<file path="src/rtl/tc141_sfifox_pkg.sv">
// Shared definitions for the tc141_sfifox synchronous FIFO:
// default sizing, flag thresholds, flag bundle type and clog2 helper.
package tc141_sfifox_pkg;

    localparam int DEF_WIDTH      = 8;
    localparam int DEF_DEPTH      = 16;
    localparam int DEF_AEMPTY_LVL = 2;

    // Registered status flags, all derived from the same next level.
    typedef struct packed {
        logic full;
        logic empty;
        logic afull;
        logic aempty;
    } flags_t;

    localparam flags_t FLAGS_RST = '{
        full:   1'b0,
        empty:  1'b1,
        afull:  1'b0,
        aempty: 1'b1
    };

    // Ceiling log2 for constant parameter evaluation.
    function automatic int clog2(input int n);
        int r;
        r = 0;
        for (int i = 0; i < 31; i++) begin
            if ((1 << i) < n) begin
                r = i + 1;
            end
        end
        return r;
    endfunction

endpackage

</file>
<file path="src/rtl/tc141_sfifox_ram.sv">
// Storage for tc141_sfifox: DEPTH x WIDTH array, one write port and
// one registered read port (i_rd_en/i_rd_addr -> o_rd_dat next cycle).
// Ports:
//   clk        clock
//   i_rst      sync active-high reset, clears only the read register
//   i_wr_en    write enable
//   i_wr_addr  write address
//   i_wr_dat   write data
//   i_rd_en    read enable
//   i_rd_addr  read address
//   o_rd_dat   registered read data, holds when i_rd_en=0
module tc141_sfifox_ram #(
    parameter int WIDTH = 8,
    parameter int DEPTH = 16,
    parameter int AW    = 4
) (
    input  logic             clk,
    input  logic             i_rst,
    input  logic             i_wr_en,
    input  logic [AW-1:0]    i_wr_addr,
    input  logic [WIDTH-1:0] i_wr_dat,
    input  logic             i_rd_en,
    input  logic [AW-1:0]    i_rd_addr,
    output logic [WIDTH-1:0] o_rd_dat
);

    logic [WIDTH-1:0] r_mem [DEPTH];
    logic [WIDTH-1:0] r_rd_dat;

    // Storage is intentionally not reset.
    always_ff @(posedge clk) begin
        if (i_wr_en) begin
            r_mem[i_wr_addr] <= i_wr_dat;
        end
    end

    // Read-before-write: a read of the slot being written in the same
    // cycle (full FIFO with simultaneous push/pop) returns the old word.
    always_ff @(posedge clk) begin
        if (i_rst) begin
            r_rd_dat <= '0;
        end else if (i_rd_en) begin
            r_rd_dat <= r_mem[i_rd_addr];
        end
    end

    assign o_rd_dat = r_rd_dat;

endmodule

</file>
<file path="src/rtl/tc141_sfifox.sv">
// Synchronous FIFO with registered read data, occupancy level,
// almost-full/almost-empty flags and overflow/underflow pulses.
// Ports:
//   clk      clock, rising edge
//   rst_     synchronous reset, active-high
//   iwr      write request, idat sampled with it
//   idat     write data [WIDTH]
//   ird      read request
//   odat     registered read data, holds when ovld=0
//   ovld     1-cycle pulse per accepted read
//   ofull    level == DEPTH
//   oempty   level == 0
//   oafull   level >= AFULL_LVL
//   oaempty  level <= AEMPTY_LVL
//   olevel   occupancy 0..DEPTH [AW+1]
//   oovf     pulse: write dropped while full
//   oudf     pulse: read ignored while empty
module tc141_sfifox
    import tc141_sfifox_pkg::*;
#(
    parameter int WIDTH      = DEF_WIDTH,
    parameter int DEPTH      = DEF_DEPTH,
    parameter int AFULL_LVL  = DEPTH - 2,
    parameter int AEMPTY_LVL = DEF_AEMPTY_LVL
) (
    input  logic                       clk,
    input  logic                       rst_,
    input  logic                       iwr,
    input  logic [WIDTH-1:0]           idat,
    input  logic                       ird,
    output logic [WIDTH-1:0]           odat,
    output logic                       ovld,
    output logic                       ofull,
    output logic                       oempty,
    output logic                       oafull,
    output logic                       oaempty,
    output logic [clog2(DEPTH):0]      olevel,
    output logic                       oovf,
    output logic                       oudf
);

    localparam int AW = clog2(DEPTH);
    localparam logic [AW:0] PTR_ONE = {{AW{1'b0}}, 1'b1};

    // Pointers carry one extra bit so full and empty differ.
    logic [AW:0] r_wptr;
    logic [AW:0] r_rptr;
    flags_t      r_flg;
    logic        r_vld;
    logic        r_ovf;
    logic        r_udf;

    logic [AW:0] w_level;
    logic [AW:0] w_level_nxt;
    int          w_lvl_i;
    logic        w_wa;
    logic        w_ra;
    flags_t      w_flg_nxt;

    // A full FIFO still accepts a write when a read frees a slot
    // in the same cycle.
    assign w_wa = iwr & (~r_flg.full | ird);
    assign w_ra = ird & ~r_flg.empty;

    assign w_level     = r_wptr - r_rptr;
    assign w_level_nxt = w_level
                       + {{AW{1'b0}}, w_wa}
                       - {{AW{1'b0}}, w_ra};
    assign w_lvl_i     = int'(w_level_nxt);

    // Signed int compares keep out-of-range thresholds constant.
    always_comb begin
        w_flg_nxt        = FLAGS_RST;
        w_flg_nxt.full   = (w_lvl_i == DEPTH);
        w_flg_nxt.empty  = (w_lvl_i == 0);
        w_flg_nxt.afull  = (w_lvl_i >= AFULL_LVL);
        w_flg_nxt.aempty = (w_lvl_i <= AEMPTY_LVL);
    end

    always_ff @(posedge clk) begin
        if (rst_) begin
            r_wptr <= '0;
            r_rptr <= '0;
            r_flg  <= FLAGS_RST;
            r_vld  <= 1'b0;
            r_ovf  <= 1'b0;
            r_udf  <= 1'b0;
        end else begin
            if (w_wa) begin
                r_wptr <= r_wptr + PTR_ONE;
            end
            if (w_ra) begin
                r_rptr <= r_rptr + PTR_ONE;
            end
            r_flg <= w_flg_nxt;
            r_vld <= w_ra;
            r_ovf <= iwr & ~w_wa;
            r_udf <= ird & r_flg.empty;
        end
    end

    tc141_sfifox_ram #(
        .WIDTH (WIDTH),
        .DEPTH (DEPTH),
        .AW    (AW)
    ) u_ram (
        .clk       (clk),
        .i_rst     (rst_),
        .i_wr_en   (w_wa & ~rst_),
        .i_wr_addr (r_wptr[AW-1:0]),
        .i_wr_dat  (idat),
        .i_rd_en   (w_ra & ~rst_),
        .i_rd_addr (r_rptr[AW-1:0]),
        .o_rd_dat  (odat)
    );

    assign ovld    = r_vld;
    assign ofull   = r_flg.full;
    assign oempty  = r_flg.empty;
    assign oafull  = r_flg.afull;
    assign oaempty = r_flg.aempty;
    assign olevel  = w_level;
    assign oovf    = r_ovf;
    assign oudf    = r_udf;

endmodule

</file>
<file path="config.mk">
export PLATFORM = sky130hd
export DESIGN_NAME = tc141_sfifox
export DESIGN_NICKNAME = d
export VERILOG_FILES = /design/src/rtl/tc141_sfifox_pkg.sv /design/src/rtl/tc141_sfifox_ram.sv /design/src/rtl/tc141_sfifox.sv
export SDC_FILE = /design/constraint.sdc
export NUM_CORES = 1
export LEC_CHECK = 0
export ABC_AREA = 1
export ABC_CLOCK_PERIOD_IN_PS = 5100
export BUFFER_PORTS_ARGS = -buffer_cell sky130_fd_sc_hd__buf_4
export CORE_MARGIN = 10
export CORE_UTILIZATION = 47
export DETAILED_ROUTE_END_ITERATION = 8
export SYNTH_ARGS = -nofsm -noshare
export SYNTH_HDL_FRONTEND = slang
export SYNTH_SLANG_ARGS = --single-unit
</file>
<file path="constraint.sdc">
create_clock -name clk -period 5.1 [get_ports clk]
set_input_delay 0.255 -clock clk [delete_from_list [all_inputs] [get_ports clk]]
set_output_delay 0.255 -clock clk [all_outputs]
set_load 0.02 [all_outputs]
</file>
# Word-level counts from Yosys, hierarchy flattened
# Memories as Yosys holds them, arrays and structs flattened. A register that Yosys moved wholly into a read port is not among the register bits.
# Index checks and enable logic that the tools add are counted.
dict set report totals {
  output_inout_bits 20
  mem_count 1
  word_cells 32
  regBits 17
  mem_bits_rw 128
}
# name words width rd rd_ports_with_merged_regs wr line_no
set memory_table {}
lappend memory_table {u_ram.r_mem 16 8 1 1 1 tc141_sfifox_ram.sv:27} ;# logic [WIDTH-1:0] r_mem [DEPTH];
dict set report classes {
  n_bitwise 11
  eq_ne 1
  reduce_logical 1
  order_cmp 2
  n_addsub 5
  muxes 2
}
# cell count
set ops {}
lappend ops {{$logic_not 32->1} 1}
lappend ops {{$add 5x1->5 const B} 2}
lappend ops {{$and 1x1->1} 6}
lappend ops {{$add 5x1->5} 1}
lappend ops {{$eq 5x5->1 const B} 1}
lappend ops {{$ge 5x4->1 const B} 1}
lappend ops {{$le 5x2->1 const B} 1}
lappend ops {{$sub 5x1->5} 1}
lappend ops {{$sub 5x5->5} 1}
lappend ops {{$not 1->1} 4}
lappend ops {{$mux 1} 2}
lappend ops {{$or 1x1->1} 1}

# Depth between registers and ports, before layout
dict set report depth {
  word_depth 6
  mapped_depth 17
}

# Hierarchy
# A second synthesis with hierarchy kept.
dict set report hier_totals {
  cells_unflattened 660
  hier_area_um2 6717.7
}
# module area_each_um2 cells_per_inst seq_area_each_um2 instances
set by_module_without_submodules {}
lappend by_module_without_submodules {tc141_sfifox_ram 5577.8 490 4003.8 1}
lappend by_module_without_submodules {tc141_sfifox 1139.8 170 340.3 1}

# Worst setup path before layout
# No wires, ideal clock.
dict set report synth_timing {
  path_kind {flip-flop to flip-flop}
  start {register r_rptr[1]}
  end {register r_flg, in the netlist oempty}
  t_arrival_ps 2391
  setup_ps 58
  n_path_buf 2
  slack_ps 2651
  synth_period_minus_slack_ps 2449
  path_stages_with_launch 13
  path_cell_list {dfxtp_1 -> buf_6 -> clkinv_2 -> buf_2 -> fa_1 -> fa_1 -> xor2_1 -> inv_1 -> nor3_1 -> nand3_1 -> inv_1 -> nand2_1 -> nand2_1}
}
dict set report synth_between {
  elab_chain_len 4
}
# item line_no
set synth_rtl {}
lappend synth_rtl {{from (decl)} tc141_sfifox.sv:47} ;# logic [AW:0] r_rptr;
lappend synth_rtl {{from (signal assigned)} tc141_sfifox.sv:93} ;# r_rptr <= r_rptr + PTR_ONE;
lappend synth_rtl {{$sub 5x5->5} tc141_sfifox.sv:65} ;# assign w_level = r_wptr - r_rptr;
lappend synth_rtl {{via olevel[1]} tc141_sfifox.sv:37} ;# output logic [clog2(DEPTH):0] olevel,
lappend synth_rtl {{$add 5x1->5} tc141_sfifox.sv:67} ;# + {{AW{1'b0}}, w_wa}
lappend synth_rtl {{$sub 5x1->5} tc141_sfifox.sv:68} ;# - {{AW{1'b0}}, w_ra};
lappend synth_rtl {{$logic_not 32->1} tc141_sfifox.sv:75} ;# w_flg_nxt.empty = (w_lvl_i == 0);
lappend synth_rtl {{to (signal assigned)} tc141_sfifox.sv:95} ;# r_flg <= w_flg_nxt;
lappend synth_rtl {{to (decl)} tc141_sfifox.sv:48} ;# flags_t r_flg;
# The timed path passes the listed nets, and every way through them passes these cells.
# A chain may end at the register's enable or synchronous reset.

# Worst setup path after layout
dict set report layout_timing {
  start {register r_rptr[2]}
  end {register r_flg, in the netlist oempty}
}
dict set report layout_between {
  elab_chain_len 4
}
# item line_no
set layout_rtl {}
lappend layout_rtl {{$sub 5x5->5} tc141_sfifox.sv:65}
lappend layout_rtl {{$add 5x1->5} tc141_sfifox.sv:67}
lappend layout_rtl {{$sub 5x1->5} tc141_sfifox.sv:68}
lappend layout_rtl {{$logic_not 32->1} tc141_sfifox.sv:75}
# Every way passes these cells.

==> results.txt <==
----------------------------------------------------
[Floorplan]
  Area enclosed by the die boundary ... 0.0187 sq mm
  Core area ... 0.0133 sq mm
  I/O pin total ... 32
  Starting utilization of the core area ... 0.482
  Number of rows in the core area ... 42
  Die Y ... approximately 140 microns
  Overall die width ... about 140 microns

[Hold path]
  Class of the tightest hold or removal check ... primary input to flip-flop
  Number of cells traversed by the worst hold path ... 3
  Startpoint of the tightest hold check path ... ird

[Timing]
  Final worst path period need ... 2.84 ns
  Final count of negative-setup-slack endpoints ... 0
  Final cycle utilization of the critical path ... 0.558
  Clock skew ... 0.00647 ns
  Number of max-slew violations in the final report ... 0
  Slew @ Worst Pin ... 1.05 ns
  Total Neg Setup Slack ... 0 ns
  Achievable clock frequency ... ~350 MHz
  Headroom to the max-slew limit ... 0.299
  Hold Violations, Final ... 0
  Least setup slack across all paths after layout ... between 2 and 2.5 ns
  Unrepaired setup endpoints after global routing ... false

[Placed design]
  Number of input and output port buffers inserted ... 31
  Routability congestion estimate ... approximately 0.83
  Placed wire-length estimate ... between 9 and 10 mm
  Post-Place Worst Slack ... 2.24 ns
  Post-placement cell area ... 0.00673 sq mm

[Yosys]
  Most used standard cells in the synthesized netlist ... edfxtp_1, nor2_1, o21ai_0
  Top cell type by total area after synthesis ... edfxtp_1
  Post-synth EDFFs ... 128
  Average cell area after synthesis ... 11.5 sq um
  Synth async-reset ratio ... 0
  Sequential element share of the synthesized area ... 0.678
  Most used standard cell by instance count after synthesis ... edfxtp_1
  Leading post-synthesis cells by cell area ... edfxtp_1, dfxtp_1, o21ai_0
  Post-Synthesis Cells ... 558
  Net count after synthesis ... 585
  Synthesized flop and latch total ... 153
  Fraction of synthesized cell area taken by the top area cell type ... 0.600
  Most frequently used flop master after synthesis ... edfxtp_1
  Synth unique cells ... 35
  Synth warn ... 0
  Combined area of all synthesized cells ... ~0.0064 sq mm

[Critical path]
  Data required time of the critical path ... 5.46 ns
  Top cell family by delay on the critical path ... adder cells
  Kind of start point of the critical path ... flip-flop
  Arrival time reported for the critical path endpoint ... 3.20 ns
  Stages on the worst setup path ... 14
  Library cell appearing most often on the critical path ... inv_1
  Worst R2R Path Depth ... 14
  Stage delay of the slowest cell on the critical path ... 0.72 ns
  CP Launch Point ... r_rptr[2]
  Critical path peak fanout ... 17
  Launching point of the worst reg2reg path ... r_rptr[2]
  Nature of the critical path endpoint ... flip-flop
  Cells traversed along the worst timing path ... inv_1 -> ha_1 -> inv_1 -> nand2_2 -> nand2_2 -> inv_2 -> ha_1 -> xor2_1 -> inv_1 -> nor3_1 -> nand3_1 -> inv_1 -> nand2_1 -> nand2_1
  Number of buffer and inverter stages on the critical path ... 5
  Category of the most critical setup path ... flip-flop to flip-flop
  Highest-delay cell along the critical path ... dfxtp_1

[Clocking]
  Post-CTS Setup Repair Bufs ... 0
  Sink count of the clock tree ... 153
  Largest buffer count on any clock path ... 2
  Number of buffers inserted by hold repair at cts ... 0
  Resize count post-CTS ... 0
  Root Buffer ... clkbuf_16
  Clock slew at the register clock pins of the worst setup and hold paths ... approximately 0.060 ns
  Worst-Skew Late Latency ... 0.42 ns
  Total number of H-tree levels ... 4
  Clock tree from TritonCTS ... done
  TritonCTS buffer count ... 17

[Finish]
  Fill cell instance count of the final layout ... 1,146
  Layout cells sized above 1 ... 0.121
  Layout net count ... roughly 610
  Layout overhead on the synthesized area ... 13.7%
  Final core utilization ... 0.548
  Final std cell area, no fill ... 0.00729 sq mm
  Ant diodes ... 0

[Global routing]
  All-layer global routing usage ... 0.169
  Remaining Overflow, GRT ... 0
  Via count of the first global-routing pass ... 4,148
  Largest net degree at the start of global routing ... 70
  Initial antenna violation count ... 0
  Global-route wire length before repair ... 23.9 mm

[Pwr]
  Switching component of the power ... 804 uW
  Logic pwr share ... 0.152
  Peak supply drop ... ~0.21 mV
  Net switching share of the total power ... 0.264
  Share of power burned in registers ... 0.459
  Power per unit of standard cell area ... 419 mW/mm^2
  Static leakage ... 0.00262 uW
  Internal Power ... 2250 uW
  Relative contribution of the clock network to total power ... 0.389

[Drt]
  Remaining DRCs ... 0
  Routed length on met3 ... about 930 microns
  Iteration-0 DRC Markers ... 474
  Vias post-DR ... 4,349
  Post-DRT Antenna Nets ... 0
  Wl on met1 ... just over 7 mm
  Detail-routed net length per standard cell ... ~20 microns
  Sum of met2 wire segment lengths after detailed routing ... 7.07 mm
  Final routed wirelength across all metal layers ... between 15 and 20 mm
  Vias per inst ... between 5 and 6
  Uppermost routed layer ... met4
  Router iterations before antenna repair ... 4

[Job]
  Maximum capacitance violations ... 0

[Outcome]
  Run status ... complete, no violations

----------------------------------------------------
-- registers in the layout (all words and copies together) (netlist names) --
signal          count
oaempty             1
u_ram.r_mem       128
oovf                1
oudf                1
oempty              1
r_wptr              5
ovld                1
oafull              1
r_rptr              5
ofull               1
u_ram.o_rd_dat      8
-- cells by family after synthesis --
group,Yosys count,synth area share
xor gates and xnor gates,3,0.00410
DFF,153,0.678
adders and majority gates,15,0.0316
and+or+nand+nor,185,0.120
buffers and inverters,62,0.0439
AOI/OAI and AO/OA,140,0.122
-- worst min-delay path: stages --
cell     delay, ns
buf_4         0.11
nand2_1       0.05
nor2_1        0.03
-- per-stage QoR --
stage,total power [uW],instances,hold slack [ns]
after floorplan,1740,558,0.354
after detailed placement,1890,741,0.455
final,3050,773,0.0687
after CTS,3060,773,0.0609
after global placement,1880,741,0.457
after global routing,3170,773,0.0686
-- path summary, 6_finish.rpt --
| kind | to | slack (ns) |
|---|---|---|
| max | oempty | 2.26 |
| min | oudf | 0.07 |
| max reg2reg | oempty | 2.26 |
| min reg2reg | oudf | 0.46 |
-- power by group through the flow --
stage | combinational (uW) | clock [uW] | sequential [uW]
CTS | 464 | 1190 | 1400
finish | 464 | 1190 | 1400
detailed placement | 462 | 0 | 1430
floorplan | 296 | 0 | 1450
global route | 521 | 1240 | 1400
global placement | 452 | 0 | 1430
-- cell usage in the layout, fill, tap and decap left out, drive strengths merged, types with 5 or more instances in the layout --
master and instances:
dfxtp 25, inv 35, o221ai 11, nand2 57, o22ai 18, nor2 92, a21oi 25, o211ai 5
edfxtp 128, buf 33, ha 13, nand3 22, clkbuf 23, clkinv 8, nor3 6, o21ai 80
-- layout make-up --
cell class	count	area, sq um	area share
multi-input combinational	343	1780	0.245
inverter	36	136	0.0187
clock inverter	9	75.1	0.0103
sequential	153	4350	0.596
clock buffer	23	479	0.0658
timing repair buffer	33	248	0.0340
tap	176	220	0.0302
-- metal layers --
metal	global-route usage	vias to the layer above
li1	-	2045
met1	0.232	2140
met2	0.258	147
met3	0.0411	17
met4	0.0539	0
met5	0	-
No activity file was read; power rests on OpenSTA's default activity.
